$ cat src/rtl/run_key_ctrl.sv
// Debounced run/stop push-button controller with toggle-on-press run level.
// Optional long-press counter clear enabled by defining KEY_LONG_CLEAR_EN.
module run_key_ctrl #(
    parameter int DEB_CYCLES  = 1000000,
    parameter int LONG_CYCLES = 200000000
) (
    input  logic       clk,
    input  logic       rst_n,
    input  logic       key_in,
    output logic       run,
    output logic       press_pulse,
    output logic       clr_pulse,
    output logic [1:0] key_state
);

    localparam int CW = (LONG_CYCLES > 2) ? $clog2(LONG_CYCLES) : 1;
    localparam logic [CW-1:0] DEB_MAX = CW'(DEB_CYCLES - 1);

    typedef enum logic [1:0] {
        IDLE      = 2'd0,
        PRESS_DEB = 2'd1,
        HELD      = 2'd2,
        REL_DEB   = 2'd3
    } state_t;

    state_t        state;
    logic          sync1;
    logic          key_s;
    logic [CW-1:0] deb_cnt;

`ifdef KEY_LONG_CLEAR_EN
    localparam logic [CW-1:0] HOLD_MAX = CW'(LONG_CYCLES - 1);
    logic [CW-1:0] hold_cnt;
    logic          long_done;
`endif

    assign key_state = state;

    always_ff @(posedge clk) begin
        if (!rst_n) begin
            state       <= IDLE;
            sync1       <= 1'b0;
            key_s       <= 1'b0;
            deb_cnt     <= '0;
            run         <= 1'b0;
            press_pulse <= 1'b0;
`ifdef KEY_LONG_CLEAR_EN
            clr_pulse   <= 1'b0;
            hold_cnt    <= '0;
            long_done   <= 1'b0;
`endif
        end else begin
            sync1       <= key_in;
            key_s       <= sync1;
            press_pulse <= 1'b0;
`ifdef KEY_LONG_CLEAR_EN
            clr_pulse   <= 1'b0;
`endif
            case (state)
                IDLE: begin
                    if (key_s) begin
                        state   <= PRESS_DEB;
                        deb_cnt <= '0;
                    end
                end
                PRESS_DEB: begin
                    if (!key_s) begin
                        state <= IDLE;
                    end else if (deb_cnt == DEB_MAX) begin
                        state       <= HELD;
                        press_pulse <= 1'b1;
                        run         <= ~run;
`ifdef KEY_LONG_CLEAR_EN
                        hold_cnt    <= '0;
                        long_done   <= 1'b0;
`endif
                    end else begin
                        deb_cnt <= deb_cnt + CW'(1);
                    end
                end
                HELD: begin
                    if (!key_s) begin
                        state   <= REL_DEB;
                        deb_cnt <= '0;
                    end
`ifdef KEY_LONG_CLEAR_EN
                    // Fires once on the first cycle seen at saturation
                    if (hold_cnt == HOLD_MAX) begin
                        if (!long_done) begin
                            clr_pulse <= 1'b1;
                            run       <= 1'b0;
                            long_done <= 1'b1;
                        end
                    end else begin
                        hold_cnt <= hold_cnt + CW'(1);
                    end
`endif
                end
                REL_DEB: begin
                    if (key_s) begin
                        state <= HELD;
                    end else if (deb_cnt == DEB_MAX) begin
                        state <= IDLE;
                    end else begin
                        deb_cnt <= deb_cnt + CW'(1);
                    end
                end
                default: state <= IDLE;
            endcase
        end
    end

`ifndef KEY_LONG_CLEAR_EN
    assign clr_pulse = 1'b0;
`endif

endmodule

$ cat config.mk
export PLATFORM = sky130hd
export DESIGN_NAME = run_key_ctrl
export DESIGN_NICKNAME = d
export VERILOG_FILES = /design/src/rtl/run_key_ctrl.sv
export SDC_FILE = /design/constraint.sdc
export NUM_CORES = 1
export LEC_CHECK = 0
export CORE_MARGIN = 3
export CORE_UTILIZATION = 58
export DETAILED_ROUTE_END_ITERATION = 10
export PLACE_DENSITY_LB_ADDON = 0.3
export SLEW_MARGIN = 0
export SYNTH_ARGS = -nofsm -noshare
export SYNTH_HDL_FRONTEND = slang
export SYNTH_SLANG_ARGS = --single-unit
$ cat constraint.sdc
create_clock -name clk -period 5 [get_ports clk]
set_clock_uncertainty 0.1 [all_clocks]
set_input_delay 1 -clock clk [delete_from_list [all_inputs] [get_ports clk]]
set_output_delay 1 -clock clk [all_outputs]
set_load 0.1 [all_outputs]
==> impl_metrics.json, run 1 <==
{
  "yosys_warnings": 0,
  "dr.pass1.iters": 4,
  "async_flop_share": 0,
  "clkSinkCount": 34,
  "design_area_sq_um": 2010,
  "wl_per_cell_microns": 14.1,
  "vdd_drop_max_v": 0.000176,
  "grt_overflow": 0,
  "portBuffers": 6,
  "antenna_found_initial": 0,
  "cts-resized-gates": 0,
  "fp-row-count": 20,
  "hold_violations": 0,
  "status": "complete, no violations",
  "drive_gt1_frac": 0.0726,
  "synth_area_leader_cell": "dfxtp_1",
  "die_y_microns": 63.3,
  "avgSynthCellArea_sq_um": 8.20,
  "finalCriticalPeriod_ns": 3.33,
  "fin_crit_sh": 0.666,
  "cap_violations": 0,
  "syn2layout_area_growth_pct": 5.59,
  "path_delay_family": "buffers and inverters",
  "wirelength_mm": 3.91,
  "power_density_nw_per_um2": 225,
  "grt_first_pass_wirelength_mm": 7.07,
  "cts_made_buffers": 5,
  "clock_latency_ns": 0.34,
  "synth_common_cells": "dfxtp_1, nand2_1, a21oi_1",
  "hold_path.class": "reg2reg",
  "holdBufCountCts": 0,
  "synth_top_area_frac": 0.358,
  "start_kind": "flip-flop",
  "crit_chain": "clkdlybuf4s50_1",
  "die_area_sq_um": 4000,
  "pwr-share-seq": 0.609,
  "setup_violations": 0,
  "syn-cell-area_sq_um": 1900,
  "via_per_inst": 6.21,
  "crit_path_max_incr_delay_ns": 1.23,
  "whs_ns": 0.355,
  "htreeDepth": 2,
  "cts_tree": "yes",
  "synth_most_common_cell": "dfxtp_1",
  "rsz0062_at_grt": "no",
  "synthesis.nets": 236,
  "crit_required_ns": 3.90,
  "worst_slack_ns": 1.67,
  "ys_ff_latch": 34,
  "p_clk_frac": 0.349,
  "arrival_ns": 2.23,
  "grt_usage": 0.222,
  "post_cts_buffers": 0,
  "final_max_slew_viol_count": 0,
  "core-area_sq_um": 3100,
  "dpl-instance-area_sq_um": 1950,
  "syn_inst": 232,
  "ant_nets": 0,
  "slew_headroom": 0.339,
  "synth_edf_count": 0,
  "internal_power_w": 0.000345,
  "drc": 0,
  "max_freq_mhz": 300,
  "yosysUniqueCellTypes": 47,
  "dieWidth_microns": 63.3,
  "met2WireLength_mm": 1.62,
  "cp-end-kind": "output pin",
  "pin_count": 8,
  "routed.top_layer": "met4",
  "path_clk_slew_ns": 0.10,
  "dp_hpwl_mm": 2.74,
  "power_frac_comb": 0.042,
  "wl_met1_mm": 1.97,
  "fin_nets": 237,
  "num_antenna_cells": 0,
  "place_ws_ns": 2.06,
  "synthFlopType": "dfxtp_1",
  "grt_max_degree": 23,
  "switchingPower_w": 0.000107,
  "cts_root_buffer": "clkbuf_4",
  "yosys-top-cells-area": "dfxtp_1, a21o_1, or4_1, a21oi_1, nand3_1",
  "cp_slowest_cell": "clkdlybuf4s50_1",
  "drtIter0Drc": 153,
  "crit_fanout": 15,
  "finalPower_w": 0.000452,
  "place.gp.congestion": 0.911,
  "start_util": 0.613,
  "cp_num_buf_inv": 1,
  "fin_setup_tns_ns": 0,
  "leakagePower_nw": 0.679,
  "seq_area_frac_synth": 0.358,
  "routed-wl-met3_microns": 262,
  "worst_pin_slew_ns": 0.984,
  "switching_share": 0.236,
  "grt_pass1_vias": 1555,
  "path_class": "reg2out",
  "clockBufferDepth": 2,
  "num_vias": 1726
}
[kinds of logic after synthesis]
group,after synthesis,synth area share
flip-flops,34,0.358
buffers and inverters,20,0.0539
multiplexers,3,0.0158
other,1,0.00197
AO/OA/AOI/OAI,69,0.234
XOR/XNOR,3,0.0138
AND/OR/NAND/NOR,101,0.316
adder cells (fa/ha/maj),1,0.00657
[registers in the layout (all words and copies together) (netlist names), named ones only]
| signal | count |
|---|---|
| key_state | 1 |
| deb_cnt | 28 |
| press_pulse | 1 |
| key_s | 1 |
| sync1 | 1 |
| run | 1 |
[metal layers]
layer  vias up  global-route usage
met5         -                   0
met4         0              0.0701
met3         6              0.0820
met2        47               0.310
met1       776               0.316
li1        897                   -
[cell type report]
cell class / count / area, sq um
Clock inverter: 1 / 5.00
Sequential cell: 34 / 681
Clock buffer: 7 / 55.1
Timing Repair Buffer: 7 / 67.6
Tap cell: 44 / 55.1
Multi-Input combinational cell: 178 / 1120
Fill cell: 279 / 1090
Inverter: 7 / 26.3
[final timing paths]
kind              depth (start not counted)         start  slack [ns]           end
setup reg to reg                          6    deb_cnt[0]        2.47   deb_cnt[22]
hold reg to reg                           1         sync1        0.36         key_s
setup / recovery                          1  key_state[0]        1.67  key_state[0]
hold / removal                            1         sync1        0.36         key_s
[per-stage QoR]
step | instances | utilization
CTS | 278 | 0.648
global placement | 270 | 0.628
global route | 278 | 0.648
floorplan | 232 | -
detailed placement | 270 | 0.628
finish | 278 | 0.648
[layout by cell type, fill, tap and decap left out, types with 2 or more instances in the layout]
cell,synthesis,routed
and4_1,4,4
clkbuf_4,0,5
nand2_1,19,19
o21a_1,3,3
a31oi_1,4,4
nor2_1,6,6
xnor2_1,2,2
a21oi_1,17,17
nand3_1,15,15
a21o_1,15,15
nand4_1,10,10
o41ai_1,2,2
or3_2,2,2
nor4b_1,2,2
and2_1,5,5
o31ai_1,8,8
or2_2,2,2
or4_1,12,12
nor4_1,4,4
nor3_1,2,2
or3_1,7,7
dfxtp_1,34,34
and3_1,3,3
o21ai_0,13,13
inv_1,6,6
o211ai_1,3,3
clkdlybuf4s50_1,0,6
mux2i_1,3,3
[power by group through the flow]
stage | Clock, W | Sequential (W) | Combinational, W
floorplan | 0 | 0.000282 | 0.0000152
global placement | 0 | 0.000281 | 0.0000186
detailed placement | 0 | 0.000281 | 0.0000190
CTS | 0.000163 | 0.000275 | 0.0000191
global route | 0.000176 | 0.000276 | 0.0000210
finish | 0.000158 | 0.000275 | 0.0000191
No activity file was read; power rests on OpenSTA's default activity.
==> inputs of run 2 (changes only) <==
--- a/config.mk
+++ b/config.mk
@@ -6,7 +6,7 @@
 export NUM_CORES = 1
 export LEC_CHECK = 0
 export CORE_MARGIN = 3
-export CORE_UTILIZATION = 58
+export CORE_UTILIZATION = 54
 export DETAILED_ROUTE_END_ITERATION = 10
 export PLACE_DENSITY_LB_ADDON = 0.3
 export SLEW_MARGIN = 0
==> constraint.sdc (replaced) <==
create_clock -name clk -period 3 [get_ports clk]
set_clock_uncertainty 0.1 [all_clocks]
set_input_delay 0.6 -clock clk [delete_from_list [all_inputs] [get_ports clk]]
set_output_delay 0.6 -clock clk [all_outputs]
set_load 0.1 [all_outputs]
==> run 2 against run 1 <==
Against the previous run:
- first-iteration DRC count is 22% lower
- non-clock buffer count is 2 higher
- sequential power grew 66%
- count of clock-buffer cells in the layout up 1
- routed wire length grew 0.43%
- critical path type is now reg2reg
- critical endpoint is now deb_cnt[16]
- largest cell class unchanged
==> impl_metrics.json, run 2 (same netlist as run 1, synthesis figures left out) <==
{
  "status": "complete, no violations",
  "drtIter0Drc": 120,
  "cts_tree": "yes",
  "htreeDepth": 2,
  "multi_input_area_sq_um": 1120,
  "leakagePower_nw": 0.706,
  "cts-resized-gates": 0,
  "cp-end-kind": "flip-flop",
  "grt_pass1_vias": 1475,
  "design_area_sq_um": 2030,
  "rsz0062_at_grt": "no",
  "vdd_drop_max_v": 0.000367,
  "hold_violations": 0,
  "arrival_ns": 2.69,
  "clockBufferDepth": 2,
  "slew_headroom": 0.387,
  "grt_overflow": 0,
  "dieWidth_microns": 65.4,
  "fin_nets": 239,
  "reg2regPathDepth": 7,
  "dr.pass1.iters": 4,
  "portBuffers": 6,
  "wirelength_mm": 3.93,
  "dp_hpwl_mm": 2.84,
  "nFillCells": 322,
  "fin_setup_tns_ns": 0,
  "r2r-end": "deb_cnt[16]",
  "num_vias": 1770,
  "pin_count": 8,
  "die_y_microns": 65.4,
  "start_util": 0.594,
  "crit_required_ns": 3.13,
  "register_area_sq_um": 681,
  "min_to": "key_s",
  "start_kind": "flip-flop",
  "syn2layout_area_growth_pct": 6.84,
  "r2r_slack_ns": 0.44,
  "core-area_sq_um": 3200,
  "crit_path_max_incr_delay_ns": 0.61,
  "crit_chain": "ha_1, and3_1, nand4_1, o2111ai_1, buf_4, o21ai_0, o21a_1",
  "dpl-instance-area_sq_um": 1950,
  "holdBufCountCts": 0,
  "via_per_inst": 6.32,
  "die_area_sq_um": 4270,
  "worst_pin_slew_ns": 0.913,
  "clock_latency_ns": 0.33,
  "cp_num_buf_inv": 1,
  "grt_first_pass_wirelength_mm": 6.74,
  "cap_violations": 0,
  "hold_path.class": "reg2reg",
  "num_antenna_cells": 0,
  "path_class": "reg2reg",
  "clkSinkCount": 34,
  "path_clk_slew_ns": 0.09,
  "post_cts_buffers": 0,
  "grt_max_degree": 17,
  "fin_crit_sh": 0.854,
  "final_max_slew_viol_count": 0,
  "setup_violations": 0,
  "holdPathStages": 1,
  "drive_gt1_frac": 0.102,
  "antenna_found_initial": 0,
  "regMostFlops": "deb_cnt",
  "layout_commonest_cell": "dfxtp_1",
  "wl_per_cell_microns": 14.0,
  "cts_root_buffer": "clkbuf_4",
  "grt_usage": 0.201,
  "cts_made_buffers": 5,
  "drc": 0,
  "rr_startpoint": "deb_cnt[0]",
  "path_delay_family": "compound AO/OA/AOI/OAI gates",
  "final_cell_mix": "dfxtp_1, nand2_1, a21oi_1, nand3_1, a21o_1",
  "finalCriticalPeriod_ns": 2.56,
  "fp-row-count": 20,
  "cp_slowest_cell": "o2111ai_1",
  "power_density_nw_per_um2": 395,
  "min_from": "sync1",
  "ant_nets": 0,
  "crit_fanout": 16,
  "max_freq_mhz": 390,
  "largest_register_ffs": 28,
  "place.gp.congestion": 0.884
}
## run 2: worst max path at each step
stage,start,end,cells past startpoint
after detailed placement,deb_cnt[0],deb_cnt[16],7
after CTS,deb_cnt[0],deb_cnt[16],7
final,deb_cnt[0],deb_cnt[16],7
after floorplan,flip-flop,deb_cnt[14],4
after global placement,deb_cnt[0],deb_cnt[16],7
after global routing,deb_cnt[1],deb_cnt[16],7
## run 2: cell type report
| type | count | area share |
|---|---|---|
| Sequential cell | 34 | 0.335 |
| Inverter | 7 | 0.0129 |
| Tap cell | 44 | 0.0271 |
| Timing Repair Buffer | 9 | 0.0357 |
| Clock buffer | 8 | 0.0388 |
| Multi-Input combinational cell | 178 | 0.551 |
## run 2: per-layer routing
layer	track usage	up-vias	part of all wire	routed length (microns)
met2	0.301	35	0.45	1770
met1	0.277	834	0.50	1960
met5	0	-	0	0
li1	-	894	-	-
met3	0.0410	7	0.037	144
met4	0.0881	0	0.013	52
## run 2: through the flow
| step | setup WS, ns | total power (W) | util | instances | hold slack (ns) |
|---|---|---|---|---|---|
| finish | 0.437 | 0.000802 | 0.635 | 280 | 0.352 |
| global route | 0.205 | 0.000831 | 0.635 | 280 | 0.360 |
| floorplan | 0.719 | 0.000495 | - | 232 | 0.312 |
| CTS | 0.473 | 0.000810 | 0.635 | 280 | 0.355 |
| detailed placement | 0.496 | 0.000502 | 0.610 | 272 | 0.332 |
| global placement | 0.549 | 0.000502 | 0.610 | 272 | 0.317 |
## run 2: power by group
group | total [W] | switching [W] | internal (W) | leakage (nW)
Clock | 0.000310 | 0.000150 | 0.000160 | 0.0446
Sequential | 0.000457 | 0.00000299 | 0.000454 | 0.274
Combinational | 0.0000346 | 0.0000257 | 0.00000894 | 0.387
